**src/rtl/adc_capture_writer_pkg.sv**
```systemverilog
// Shared types and default widths for the ADC capture writer.
package adc_capture_pkg;

  localparam int DATA_W_DEF  = 16;
  localparam int ADDR_W_DEF  = 22;
  localparam int FIFO_AW_DEF = 4;

  typedef enum logic [1:0] {
    IDLE    = 2'd0,
    CAPTURE = 2'd1,
    DRAIN   = 2'd2
  } cap_state_e;

  typedef enum logic [1:0] {
    W_IDLE = 2'd0,
    W_REQ  = 2'd1,
    W_HOLD = 2'd2
  } wr_state_e;

endpackage

```
**src/rtl/adc_capture_writer_if.sv**
```systemverilog
// Write-side handshake to the SDRAM interface (Req/WnR/Ack/Busy/Err).
interface adc_capture_writer_if
  import adc_capture_pkg::*;
#(
  parameter int DATA_W = DATA_W_DEF,
  parameter int ADDR_W = ADDR_W_DEF
);

  logic [DATA_W-1:0] MemData;
  logic [ADDR_W-1:0] MemAddress;
  logic              MemReq;
  logic              MemWnR;
  logic              MemBusy;
  logic              MemAck;
  logic              MemErr;

  modport master (
    output MemData, MemAddress, MemReq, MemWnR,
    input  MemBusy, MemAck, MemErr
  );

  modport slave (
    input  MemData, MemAddress, MemReq, MemWnR,
    output MemBusy, MemAck, MemErr
  );

endinterface

```
**src/rtl/adc_capture_writer_sync_fifo.sv**
```systemverilog
// Single-clock first-word-fall-through FIFO with a synchronous flush.
module sync_fifo
  import adc_capture_pkg::*;
#(
  parameter int DATA_W  = DATA_W_DEF,
  parameter int FIFO_AW = FIFO_AW_DEF
) (
  input  logic               Clk,
  input  logic               Reset,
  input  logic               clear_i,
  input  logic               push_i,
  input  logic               pop_i,
  input  logic [DATA_W-1:0]  din_i,
  output logic [DATA_W-1:0]  dout_o,
  output logic               full_o,
  output logic               empty_o,
  output logic [FIFO_AW:0]   count_o
);

  logic [DATA_W-1:0]  mem_q [0:(1<<FIFO_AW)-1];
  logic [FIFO_AW-1:0] rdPtr_q;
  logic [FIFO_AW-1:0] wrPtr_q;
  logic [FIFO_AW:0]   count_q;
  logic               doPush;
  logic               doPop;

  // A pop in the same cycle frees a slot, so a push into a full FIFO still lands.
  assign doPop   = pop_i && !empty_o;
  assign doPush  = push_i && (!full_o || doPop);
  assign full_o  = count_q[FIFO_AW];
  assign empty_o = (count_q == '0);
  assign count_o = count_q;
  assign dout_o  = mem_q[rdPtr_q];

  // Pointer and occupancy tracking; flush and reset both empty the FIFO.
  always_ff @(posedge Clk) begin
    if (Reset || clear_i) begin
      rdPtr_q <= '0;
      wrPtr_q <= '0;
      count_q <= '0;
    end else begin
      if (doPush) wrPtr_q <= wrPtr_q + 1'b1;
      if (doPop)  rdPtr_q <= rdPtr_q + 1'b1;
      case ({doPush, doPop})
        2'b10:   count_q <= count_q + 1'b1;
        2'b01:   count_q <= count_q - 1'b1;
        default: count_q <= count_q;
      endcase
    end
  end

  // Storage array; contents are don't-care until written.
  always_ff @(posedge Clk) begin
    if (doPush && !Reset && !clear_i) mem_q[wrPtr_q] <= din_i;
  end

endmodule

```
**src/rtl/adc_capture_writer.sv**
```systemverilog
// Captures a programmed number of ADC samples and writes them to consecutive SDRAM words.
module adc_capture_writer
  import adc_capture_pkg::*;
#(
  parameter int DATA_W  = DATA_W_DEF,
  parameter int ADDR_W  = ADDR_W_DEF,
  parameter int FIFO_AW = FIFO_AW_DEF
) (
  input  logic                Clk,
  input  logic                Reset,
  input  logic                Start_i,
  input  logic [ADDR_W-1:0]   BaseAddr_i,
  input  logic [ADDR_W-1:0]   Length_i,
  input  logic [DATA_W-1:0]   AdcData_i,
  input  logic                AdcValid_i,
  output logic                Active_o,
  output logic                Done_o,
  output logic                Overflow_o,
  output logic                Fault_o,
  output logic [ADDR_W-1:0]   WrCount_o,
  adc_capture_writer_if.master Mem
);

  cap_state_e        capState_q, capState_d;
  wr_state_e         wrState_q, wrState_d;
  logic [ADDR_W-1:0] baseAddr_q, baseAddr_d;
  logic [ADDR_W-1:0] length_q, length_d;
  logic [ADDR_W-1:0] acceptCnt_q, acceptCnt_d;
  logic [ADDR_W-1:0] dropCnt_q, dropCnt_d;
  logic [ADDR_W-1:0] wrCount_q, wrCount_d;
  logic              memReq_q, memReq_d;
  logic [DATA_W-1:0] memData_q, memData_d;
  logic [ADDR_W-1:0] memAddr_q, memAddr_d;
  logic              done_q, done_d;
  logic              overflow_q, overflow_d;
  logic              fault_q, fault_d;

  logic              errAbort;
  logic              startCapture;
  logic              adcAccept;
  logic              sampleDrop;
  logic              drainDone;
  logic              fifoPush;
  logic              fifoPop;
  logic              fifoFull;
  logic              fifoEmpty;
  logic [DATA_W-1:0] fifoDout;
  logic [FIFO_AW:0]  fifoCount;

  // A dropped sample still counts as accepted so the capture length is fixed.
  assign Active_o     = (capState_q != IDLE);
  assign errAbort     = Active_o && Mem.MemErr;
  assign startCapture = (capState_q == IDLE) && Start_i;
  assign adcAccept    = (capState_q == CAPTURE) && AdcValid_i && !errAbort;
  assign fifoPush     = adcAccept && (!fifoFull || fifoPop);
  assign sampleDrop   = adcAccept && fifoFull && !fifoPop;
  assign drainDone    = (fifoCount == '0) && (wrState_q == W_IDLE) &&
                        ((wrCount_q + dropCnt_q) == length_q);

  assign Done_o         = done_q;
  assign Overflow_o     = overflow_q;
  assign Fault_o        = fault_q;
  assign WrCount_o      = wrCount_q;
  assign Mem.MemData    = memData_q;
  assign Mem.MemAddress = memAddr_q;
  assign Mem.MemReq     = memReq_q;
  assign Mem.MemWnR     = 1'b1;

  sync_fifo #(
    .DATA_W  (DATA_W),
    .FIFO_AW (FIFO_AW)
  ) u_fifo (
    .Clk     (Clk),
    .Reset   (Reset),
    .clear_i (errAbort),
    .push_i  (fifoPush),
    .pop_i   (fifoPop),
    .din_i   (AdcData_i),
    .dout_o  (fifoDout),
    .full_o  (fifoFull),
    .empty_o (fifoEmpty),
    .count_o (fifoCount)
  );

  // Capture sequencing: latch on Start, count accepted/dropped samples, detect completion.
  always_comb begin
    capState_d  = capState_q;
    baseAddr_d  = baseAddr_q;
    length_d    = length_q;
    acceptCnt_d = acceptCnt_q;
    dropCnt_d   = dropCnt_q;
    overflow_d  = overflow_q;
    fault_d     = fault_q;
    done_d      = 1'b0;
    if (errAbort) begin
      capState_d = IDLE;
      fault_d    = 1'b1;
    end else begin
      case (capState_q)
        IDLE: begin
          if (Start_i) begin
            baseAddr_d  = BaseAddr_i;
            length_d    = Length_i;
            acceptCnt_d = '0;
            dropCnt_d   = '0;
            overflow_d  = 1'b0;
            fault_d     = 1'b0;
            capState_d  = CAPTURE;
          end
        end
        CAPTURE: begin
          if (adcAccept) begin
            acceptCnt_d = acceptCnt_q + 1'b1;
            if (sampleDrop) begin
              dropCnt_d  = dropCnt_q + 1'b1;
              overflow_d = 1'b1;
            end
            if ((acceptCnt_q + 1'b1) == length_q) capState_d = DRAIN;
          end
        end
        DRAIN: begin
          if (drainDone) begin
            capState_d = IDLE;
            done_d     = 1'b1;
          end
        end
        default: capState_d = IDLE;
      endcase
    end
  end

  // SDRAM write handshake: Req drops on the edge where Ack is first seen to avoid a duplicate write.
  always_comb begin
    wrState_d = wrState_q;
    wrCount_d = wrCount_q;
    memReq_d  = memReq_q;
    memData_d = memData_q;
    memAddr_d = memAddr_q;
    fifoPop   = 1'b0;
    if (errAbort) begin
      wrState_d = W_IDLE;
      memReq_d  = 1'b0;
    end else begin
      if (startCapture) wrCount_d = '0;
      case (wrState_q)
        W_IDLE: begin
          if (!fifoEmpty && !Mem.MemBusy && !Mem.MemAck) begin
            fifoPop   = 1'b1;
            memData_d = fifoDout;
            memAddr_d = baseAddr_q + wrCount_q;
            memReq_d  = 1'b1;
            wrState_d = W_REQ;
          end
        end
        W_REQ: begin
          if (Mem.MemAck) begin
            memReq_d  = 1'b0;
            wrCount_d = wrCount_q + 1'b1;
            wrState_d = W_HOLD;
          end
        end
        W_HOLD: begin
          if (!Mem.MemAck) wrState_d = W_IDLE;
        end
        default: wrState_d = W_IDLE;
      endcase
    end
  end

  // State and datapath registers.
  always_ff @(posedge Clk) begin
    if (Reset) begin
      capState_q  <= IDLE;
      wrState_q   <= W_IDLE;
      baseAddr_q  <= '0;
      length_q    <= '0;
      acceptCnt_q <= '0;
      dropCnt_q   <= '0;
      wrCount_q   <= '0;
      memReq_q    <= 1'b0;
      memData_q   <= '0;
      memAddr_q   <= '0;
      done_q      <= 1'b0;
      overflow_q  <= 1'b0;
      fault_q     <= 1'b0;
    end else begin
      capState_q  <= capState_d;
      wrState_q   <= wrState_d;
      baseAddr_q  <= baseAddr_d;
      length_q    <= length_d;
      acceptCnt_q <= acceptCnt_d;
      dropCnt_q   <= dropCnt_d;
      wrCount_q   <= wrCount_d;
      memReq_q    <= memReq_d;
      memData_q   <= memData_d;
      memAddr_q   <= memAddr_d;
      done_q      <= done_d;
      overflow_q  <= overflow_d;
      fault_q     <= fault_d;
    end
  end

endmodule

```
**src/flat_wrapper.sv**
```systemverilog
// flat-port wrapper written by rule: the top's interface ports become plain ports
module adc_capture_writer_flat import adc_capture_pkg::*;
#(
  parameter int DATA_W  = DATA_W_DEF,
  parameter int ADDR_W  = ADDR_W_DEF,
  parameter int FIFO_AW = FIFO_AW_DEF
)
  (Clk, Reset, Start_i, BaseAddr_i, Length_i, AdcData_i, AdcValid_i, Active_o, Done_o, Overflow_o, Fault_o, WrCount_o, Mem_MemData, Mem_MemAddress, Mem_MemReq, Mem_MemWnR, Mem_MemBusy, Mem_MemAck, Mem_MemErr);
  adc_capture_writer_if #(.DATA_W(DATA_W), .ADDR_W(ADDR_W)) Mem_i ();
  input  logic Clk;
  input  logic Reset;
  input  logic Start_i;
  input  logic [ADDR_W-1:0] BaseAddr_i;
  input  logic [ADDR_W-1:0] Length_i;
  input  logic [DATA_W-1:0] AdcData_i;
  input  logic AdcValid_i;
  output logic Active_o;
  output logic Done_o;
  output logic Overflow_o;
  output logic Fault_o;
  output logic [ADDR_W-1:0] WrCount_o;
  output wire logic [$bits(Mem_i.MemData)-1:0] Mem_MemData;
  output wire logic [$bits(Mem_i.MemAddress)-1:0] Mem_MemAddress;
  output wire logic [$bits(Mem_i.MemReq)-1:0] Mem_MemReq;
  output wire logic [$bits(Mem_i.MemWnR)-1:0] Mem_MemWnR;
  input wire logic [$bits(Mem_i.MemBusy)-1:0] Mem_MemBusy;
  input wire logic [$bits(Mem_i.MemAck)-1:0] Mem_MemAck;
  input wire logic [$bits(Mem_i.MemErr)-1:0] Mem_MemErr;
  assign Mem_MemData = Mem_i.MemData;
  assign Mem_MemAddress = Mem_i.MemAddress;
  assign Mem_MemReq = Mem_i.MemReq;
  assign Mem_MemWnR = Mem_i.MemWnR;
  assign Mem_i.MemBusy = Mem_MemBusy;
  assign Mem_i.MemAck = Mem_MemAck;
  assign Mem_i.MemErr = Mem_MemErr;
  adc_capture_writer #(.DATA_W(DATA_W), .ADDR_W(ADDR_W), .FIFO_AW(FIFO_AW)) u_core (.Clk(Clk), .Reset(Reset), .Start_i(Start_i), .BaseAddr_i(BaseAddr_i), .Length_i(Length_i), .AdcData_i(AdcData_i), .AdcValid_i(AdcValid_i), .Active_o(Active_o), .Done_o(Done_o), .Overflow_o(Overflow_o), .Fault_o(Fault_o), .WrCount_o(WrCount_o), .Mem(Mem_i));
endmodule
```
**config.mk**
```make
export PLATFORM = sky130hd
export DESIGN_NAME = adc_capture_writer_flat
export DESIGN_NICKNAME = d
export VERILOG_FILES = /design/src/rtl/adc_capture_writer_pkg.sv /design/src/rtl/adc_capture_writer_if.sv /design/src/rtl/adc_capture_writer_sync_fifo.sv /design/src/rtl/adc_capture_writer.sv /design/src/flat_wrapper.sv
export SDC_FILE = /design/constraint.sdc
export NUM_CORES = 1
export LEC_CHECK = 0
export CORE_MARGIN = 2
export CORE_UTILIZATION = 59
export DETAILED_ROUTE_END_ITERATION = 6
export GPL_ROUTABILITY_DRIVEN = 0
export PLACE_DENSITY = 0.85
export SLEW_MARGIN = 0
export SYNTH_ARGS = -nofsm -noshare
export SYNTH_HDL_FRONTEND = slang
export SYNTH_SLANG_ARGS = --single-unit
```
**constraint.sdc**
```tcl
create_clock -name Clk -period 5.2 [get_ports Clk]
set_clock_uncertainty 0.15 [all_clocks]
set_input_delay 1.56 -clock Clk [delete_from_list [all_inputs] [get_ports Clk]]
set_output_delay 1.56 -clock Clk [all_outputs]
set_load 0.01 [all_outputs]
```
Word-level counts from Yosys, hierarchy flattened
Memory sizes are Yosys's and may differ from the RTL's. A register that Yosys moved wholly into a read port is not among the register bits.
Index checks and enable logic that the tools add are counted.
{ "word_totals": {"ff_bits": 153, "mem_bits_rw": 256, "elab_cells": 121, "n_memories": 1} }
{ "classes": {"n_addsub": 9, "n_eq_ne": 16, "mux": 34, "bitwise_logic": 2, "n_reduce_logical": 44} }
{ "memory_table": {"columns": ["memory", "depth", "width", "read_ports", "rd_ports_with_merged_regs", "wr", "line_no", "text"], "rows": [
  ["u_core.u_fifo.mem_q", 16, 16, 1, 1, 1, "adc_capture_writer_sync_fifo.sv:20", "logic [DATA_W-1:0] mem_q [0:(1<<FIFO_AW)-1];"]
]} }
{ "ops": {"columns": ["op", "n"], "rows": [
  ["22-bit two-way mux", 7],
  ["22-bit case mux with 2 select lines", 2],
  ["22-bit by 1-bit adder with 22-bit output, second input constant", 3],
  ["22-bit adder", 2],
  ["22-bit == test", 2],
  ["1-bit logical AND", 15],
  ["2-bit two-way mux", 7],
  ["1-bit two-way mux", 13],
  ["2-bit case mux with 3 select lines", 2],
  ["3-bit AND reduction", 4],
  ["2-bit nonzero test", 6],
  ["2-bit != test, second input constant", 5],
  ["5-bit case mux with 2 select lines", 1],
  ["4-bit by 1-bit adder with 4-bit output, second input constant", 2],
  ["4-bit AND reduction", 2],
  ["1-bit zero test", 7],
  ["2-bit by 1-bit == test with 1-bit output, second input constant", 3],
  ["2-bit == test, second input constant", 3],
  ["2-bit by 1-bit != test with 1-bit output, second input constant", 3],
  ["5-bit by 1-bit adder with 5-bit output, second input constant", 1],
  ["5-bit zero test", 1],
  ["5-bit AND reduction", 1],
  ["5-bit by 1-bit subtractor with 5-bit output, second input constant", 1],
  ["2-bit zero test", 2],
  ["6 further kinds", 10]
]} }

Depth between registers and ports, before layout
{ "depth": {"depth_word": 14, "mapped_depth": 14, "mapped_depth_nobuf": 13} }

By module
From an unflattened synthesis, not the netlist that was laid out.
{ "unflattened": {"cells_unflattened": 1808, "hier_area_um2": 20355.8} }
{ "by_module_without_submodules": {"columns": ["mod", "n_inst", "cells_per_inst", "area_each_um2", "seq_area_each_um2"], "rows": [
  ["sync_fifo", 1, 512, 10592.7, 8027.7],
  ["adc_capture_writer", 1, 1296, 9763.1, 3123.0]
]} }

Least setup slack after synthesis
Ideal clock, no wire load.
{ "synth_path": {"path_type": "input to register", "from": "in Mem_MemBusy", "to": "mem u_core.u_fifo.mem_q[0][0] in the netlist's numbering (enable)", "arrival_ns": 3.888, "required_ns": 4.641, "slack_ns": 0.752, "cell_stages": 7, "n_path_buf": 0, "path_cell_list": "nor4_1 o211ai_1 a21oi_1 inv_1 nor2_1 nand2_1 nor3_1"} }
{ "synth_between": {"elab_chain_cells": 13, "word_cells_on_any_way": 15, "cone_classes": "5 x mux; 10 x reduce/logical"} }
{ "synth_lines": {"columns": ["item", "line_no", "text"], "rows": [
  ["start: declaration", "flat_wrapper.sv:26", "input wire logic [$bits(Mem_i.MemBusy)-1:0] Mem_MemBusy;"],
  ["1-bit zero test (*)", "adc_capture_writer.sv:147", "if (!fifoEmpty && !Mem.MemBusy && !Mem.MemAck) begin"],
  ["1-bit logical AND (*) (2 in a row)", "adc_capture_writer.sv:147", null],
  ["1-bit two-way mux (*)", "adc_capture_writer.sv:147", null],
  ["1-bit two-way mux (*)", "adc_capture_writer.sv:145", "case (wrState_q)"],
  ["1-bit two-way mux (*)", "adc_capture_writer.sv:140", "if (errAbort) begin"],
  ["1-bit logical OR / 1-bit logical AND (equally long branches)", "adc_capture_writer.sv:55, adc_capture_writer_sync_fifo.sv:28", null],
  ["1-bit logical AND / 1-bit logical OR (equally long branches)", "adc_capture_writer.sv:55, adc_capture_writer_sync_fifo.sv:29", null],
  ["1-bit logical AND (*)", "adc_capture_writer_sync_fifo.sv:29", "assign doPush = push_i && (!full_o || doPop);"],
  ["1-bit logical AND (*) (2 in a row)", "adc_capture_writer_sync_fifo.sv:54", "if (doPush && !Reset && !clear_i) mem_q[wrPtr_q] <= din_i;"],
  ["1-bit two-way mux (*)", "adc_capture_writer_sync_fifo.sv:54", null],
  ["1-bit two-way mux (implied by the code) (*)", "adc_capture_writer_sync_fifo.sv:54", null],
  ["end: declaration", "adc_capture_writer_sync_fifo.sv:20", null]
]} }
Every way passes the cells marked *; elsewhere a longest branch is shown, timed or not.

Worst setup path in the final report
{ "layout_path": {"from": "in Mem_MemAck", "to": "reg u_core.u_fifo.count_q[4] (netlist: u_core.u_fifo.count_o[4])"} }
{ "layout_between": {"elab_chain_cells": 10, "word_cells_on_any_way": 14, "cone_classes": "2 x eq/ne; 4 x mux; 8 x reduce/logical"} }
{ "layout_lines": {"columns": ["item", "line_no", "text"], "rows": [
  ["start: declaration", "flat_wrapper.sv:27", "input wire logic [$bits(Mem_i.MemAck)-1:0] Mem_MemAck;"],
  ["1-bit zero test (*)", "adc_capture_writer.sv:147", null],
  ["1-bit logical AND (*)", "adc_capture_writer.sv:147", null],
  ["1-bit two-way mux (*)", "adc_capture_writer.sv:147", null],
  ["1-bit two-way mux (*)", "adc_capture_writer.sv:145", null],
  ["1-bit two-way mux (*)", "adc_capture_writer.sv:140", null],
  ["1-bit logical OR / 1-bit logical AND (equally long branches)", "adc_capture_writer.sv:55, adc_capture_writer_sync_fifo.sv:28", null],
  ["1-bit logical AND / 1-bit logical OR (equally long branches)", "adc_capture_writer.sv:55, adc_capture_writer_sync_fifo.sv:29", null],
  ["1-bit logical AND", "adc_capture_writer_sync_fifo.sv:29", null],
  ["2-bit by 1-bit == test with 1-bit output / 2-bit == test (equally long branches)", "adc_capture_writer_sync_fifo.sv:44", "case ({doPush, doPop})"],
  ["5-bit case mux with 2 select lines / 2-bit nonzero test (equally long branches)", null, null],
  ["end signal: assignment", "adc_capture_writer_sync_fifo.sv:45", "2'b10: count_q <= count_q + 1'b1;"],
  ["end signal: assignment", "adc_capture_writer_sync_fifo.sv:46", "2'b01: count_q <= count_q - 1'b1;"],
  ["end signal: assignment", "adc_capture_writer_sync_fifo.sv:47", "default: count_q <= count_q;"],
  ["end: declaration", "adc_capture_writer_sync_fifo.sv:23", "logic [FIFO_AW:0] count_q;"]
]} }
Marks and branches as above.
A chain may end at the register's enable or synchronous reset.

==> implementation parameters <==
Parameter                              Value

Timing
  Setup Viol. Count Final ... 0
  Final setup TNS ... 0 ns
  Tightest Pin Transition ... between 1 and 1.5 ns
  Setup repair after global routing missed its margin ... false
  Max Transition Viols Final ... 0
  Final critical delay including setup and external delays ... 4.57 ns
  Worst Setup Slack, final ... about 0.63 ns
  Endpoints failing hold ... 0
  Post-Route Hold Slack ... ~0.31 ns
  Slew HR ... 0.207
  Maximum operating frequency ... 0.219 GHz
  Fin crit share ... 0.879

Synthesis
  YS warnings ... 0
  Count of cell types in the netlist ... between 70 and 80
  Count of mapped cells out of synthesis ... roughly 1,800
  Net count after synthesis ... about 1,900
  Main flop type after synthesis ... sky130_fd_sc_hd__edfxtp_1
  Post-synthesis sequential area ratio ... 0.553
  Flops & latches, synth ... about 430
  Post-synth top area share ... 0.384
  Synth async-reset ratio ... 0
  Avg Inst Size Synth ... 11.4 um^2
  Netlist area before placement ... around 0.020 mm^2
  Top cell type by total area after synthesis ... sky130_fd_sc_hd__edfxtp_1
  Number of synthesized flops with an enable pin ... 256
  Area contributors post-synth ... sky130_fd_sc_hd__edfxtp_1, sky130_fd_sc_hd__dfxtp_1, sky130_fd_sc_hd__mux4_2

Floorplan
  Area inside the core boundary ... 0.0334 mm^2
  Die area ... about 0.035 mm^2
  Die Wd ... ~190 um
  Initial cell density of the core ... 0.599
  Number of placement rows ... 67
  Die outline height ... 188 um
  Top-Level Pins ... 133

Global route
  Global-route wire length before repair ... 83.3 mm
  Maximum number of pins on one net before global-route repair ... between 70 and 80
  Gr usage total ... 0.301
  Remaining global-route overflow ... 0
  Via count of the first global-routing pass ... 14,900
  Number of antenna violations at the first check in global routing ... 1

Power and ir drop
  Int Power ... roughly 5.5 mW
  Largest voltage drop on the vdd net ... 311 uV
  Sequential share of power ... 0.518
  Cell Pwr Density ... ~300 mW/mm^2
  Comb pwr share ... 0.053
  Leakage power summed over all cells ... 7.96 nW
  Switching power summed over all nets ... between 1.5 and 2 mW
  Clock share of power ... 0.429
  Sw Share ... 0.220

Route
  Pre-Repair DR Iteration Count ... 7
  Total wire length after detailed routing ... 53.7 mm
  Routed Antenna Nets ... 0
  Via count ... 15,300
  Starting DRC count in detailed routing ... ~1,900
  Final routed wire length divided by cell count ... ~23 um
  Remaining design rule violation count ... 4
  Average vias per placed instance ... 6.50

CTS
  H-tree Lvls ... 2
  Hold-fix buffer count after cts ... 0
  Cells resized by post-CTS repair ... 0
  Clk_lat worst skew ... between 0.5 and 0.6 ns
  TritonCTS clock tree ... built
  Maximum count of clock buffers along a single path ... 3
  Sinks on Clock Net ... between 400 and 500
  Number of buffers inserted by post-CTS setup repair ... 0
  Clock Pin Slew Worst Setup and Hold Paths ... approximately 0.06 ns
  Cts bufs inserted ... 41
  CTS root buf ... sky130_fd_sc_hd__clkbuf_16

Layout
  Area Overhead vs Synth ... 15.7%
  Fill cells ... 2,238
  Layout Cells excl Fill ... ~2,400
  Proportion of layout cells with a drive suffix above 1 ... 0.106
  Cell area after layout ... about 0.023 mm^2
  Sequential Area ... approximately 0.011 mm^2
  Multi-input combinational cell area ... 0.00850 mm^2
  Number of nets in the layout ... 2,000

Run status
  Status ... complete, but fails checks
  Violations in the final reports ... DRC

Worst setup path
  Start-to-end type of the worst setup path ... in2reg
  Endpoint of the worst register-to-register path ... u_core.u_fifo.count_o[4]
  CP peak stage delay ... 0.54 ns
  Count of buffer and inverter cells on the critical path ... 4
  List of cells traversed by the critical path ... clkdlybuf4s50_1 > nor4_1 > buf_4 > o211ai_1 > buf_4 > inv_2 > ha_1 > fa_1 > a21o_1 > a21oi_1 > xor2_1 > or3_1 > a21oi_1
  Cell type of the slowest stage on the worst timing path ... sky130_fd_sc_hd__clkdlybuf4s50_1
  Startpoint class of the critical path ... input port
  Worst Path Required ... between 5 and 6 ns
  Peak fanout along the critical path ... 47
  R2R Setup Slk ... 1.29 ns
  Depth of the most critical reg-to-reg path ... 11
  Worst path top cell family by delay ... buffers and inverters
  Worst EP arrival ... between 4 and 5 ns
  Endpoint type of the worst setup path ... register
  Launch point of the worst reg-to-reg path ... u_core.u_fifo.count_o[0]

Hold path
  Origin of the worst min-delay path ... u_core.Mem.MemData[15]
  Worst Hold Class ... reg2reg
  Hold path endpoint ... u_core.Mem.MemData[15]
  Instance count along the most critical hold path ... 2

Placed design
  Cell Area, Placed ... ~0.022 mm^2
  DPL Wire Length ... approximately 36 mm
  Port bufs ... between 100 and 150
  Worst Setup Slack post-DPL ... roughly 0.20 ns
  Cell count after placement ... 2,281

Run
  Number of violations of the max-capacitance limit ... 0
## cell usage after synthesis (all sizes together) (8+ instances only)
cell type and instances:
a22oi 26, a211oi 12, a21o 20, and2 12
edfxtp 256, nor2 149, dfxtp 169, mux4 80
ha 54, mux2i 9, nor4 17, nor2b 11
or4 9, or3 13, and3 20, nand3 49
clkbuf 65, nor3 47, nand2 235, o21ai 60
buf 23, a21oi 170, a31oi 12, nand4 21
xor2 33, inv 28, xnor2 53, and4 8
## cell type report
class	count	share of cell area
Timing Repair Buffer	166	0.0678
Multi-Input combinational cell	1212	0.367
Inverter	30	0.00486
Clock buffer	60	0.0518
Tap cell	448	0.0242
Clock inverter	15	0.00648
Sequential cell	425	0.478
Antenna cell	1	0.000108
## sequential cells by signal (all words and copies together), names as in the netlist
| name | cells |
|---|---|
| u_core.u_fifo.count_o | 5 |
| u_core.Overflow_o | 1 |
| u_core.acceptCnt_q | 22 |
| u_core.wrState_q | 2 |
| u_core.u_fifo.rdPtr_q | 4 |
| u_core.capState_q | 2 |
| u_core.u_fifo.mem_q | 256 |
| u_core.baseAddr_q | 22 |
| u_core.Mem.MemReq | 1 |
| u_core.u_fifo.wrPtr_q | 4 |
| u_core.Done_o | 1 |
| u_core.dropCnt_q | 22 |
| u_core.WrCount_o | 22 |
| u_core.length_q | 22 |
| u_core.Mem.MemAddress | 22 |
| u_core.Fault_o | 1 |
| u_core.Mem.MemData | 16 |
## layout by cell type (no fill, tap or decap), types with 26 or more instances in the layout
master / synthesis / layout
sky130_fd_sc_hd__edfxtp_1: 256 / 256
sky130_fd_sc_hd__nand2_1: 234 / 234
sky130_fd_sc_hd__a21oi_1: 170 / 170
sky130_fd_sc_hd__dfxtp_1: 169 / 167
sky130_fd_sc_hd__nor2_1: 149 / 149
sky130_fd_sc_hd__clkdlybuf4s50_1: 0 / 130
sky130_fd_sc_hd__mux4_2: 80 / 80
sky130_fd_sc_hd__ha_1: 54 / 54
sky130_fd_sc_hd__xnor2_1: 53 / 53
sky130_fd_sc_hd__o21ai_0: 50 / 50
sky130_fd_sc_hd__nand3_1: 48 / 48
sky130_fd_sc_hd__clkbuf_16: 0 / 43
sky130_fd_sc_hd__nor3_1: 45 / 41
sky130_fd_sc_hd__buf_4: 2 / 36
sky130_fd_sc_hd__xor2_1: 33 / 33
sky130_fd_sc_hd__inv_1: 26 / 26
sky130_fd_sc_hd__a22oi_1: 26 / 26
## per-layer routing
metal / vias to the layer above / wire length [um] / track usage / part of all wire
li1: 6779 / - / - / -
met1: 7472 / 20200 / 0.385 / 0.38
met4: 0 / 2030 / 0.113 / 0.038
met2: 886 / 26500 / 0.516 / 0.49
met5: - / 0 / 0 / 0
met3: 183 / 4910 / 0.0535 / 0.091
## kinds of logic after synthesis
group | after synthesis | share of synthesized area
other cells | 1 | 0.000187
fa+ha+maj | 57 | 0.0367
mux | 92 | 0.0961
buf+inv | 118 | 0.0243
flops | 425 | 0.553
compound gates | 364 | 0.109
xor+xnor | 87 | 0.0387
simple gates | 611 | 0.142
## power groups by stage
stage               registers [mW]  clock network (mW)  logic [mW]
finish                        3.63                3.00       0.369
global placement              3.69                   0       0.346
global route                  3.63                3.14       0.398
detailed placement            3.70                   0       0.359
CTS                           3.62                3.02       0.364
floorplan                     3.68                   0       0.206
## worst max-delay path by stage
| stage | slack, ns | from | cells after the start | to |
|---|---|---|---|---|
| CTS | 0.66 | Mem_MemAck | 13 | u_core.u_fifo.count_o[4] |
| global route | 0.48 | Mem_MemAck | 13 | u_core.u_fifo.count_o[4] |
| global placement | 0.37 | Mem_MemAck | 13 | u_core.u_fifo.count_o[4] |
| finish | 0.63 | Mem_MemAck | 13 | u_core.u_fifo.count_o[4] |
| floorplan | 0.75 | Mem_MemBusy | 7 | u_core.u_fifo.mem_q[0][0] |
| detailed placement | 0.20 | Mem_MemAck | 13 | u_core.u_fifo.count_o[4] |
## stage by stage
step,utilization,power (mW)
6_report,0.693,6.99
2_1_floorplan,-,3.89
5_1_grt,0.693,7.17
4_1_cts,0.693,7.01
3_5_place_dp,0.652,4.05
3_3_place_gp,0.652,4.04
## tightest hold or removal path: stages, from the launching register on
cell and delay, ns:
sky130_fd_sc_hd__dfxtp_1 0.31, sky130_fd_sc_hd__nand2_1 0.05, sky130_fd_sc_hd__a21oi_1 0.05
Power figures use the tool's default switching activity.
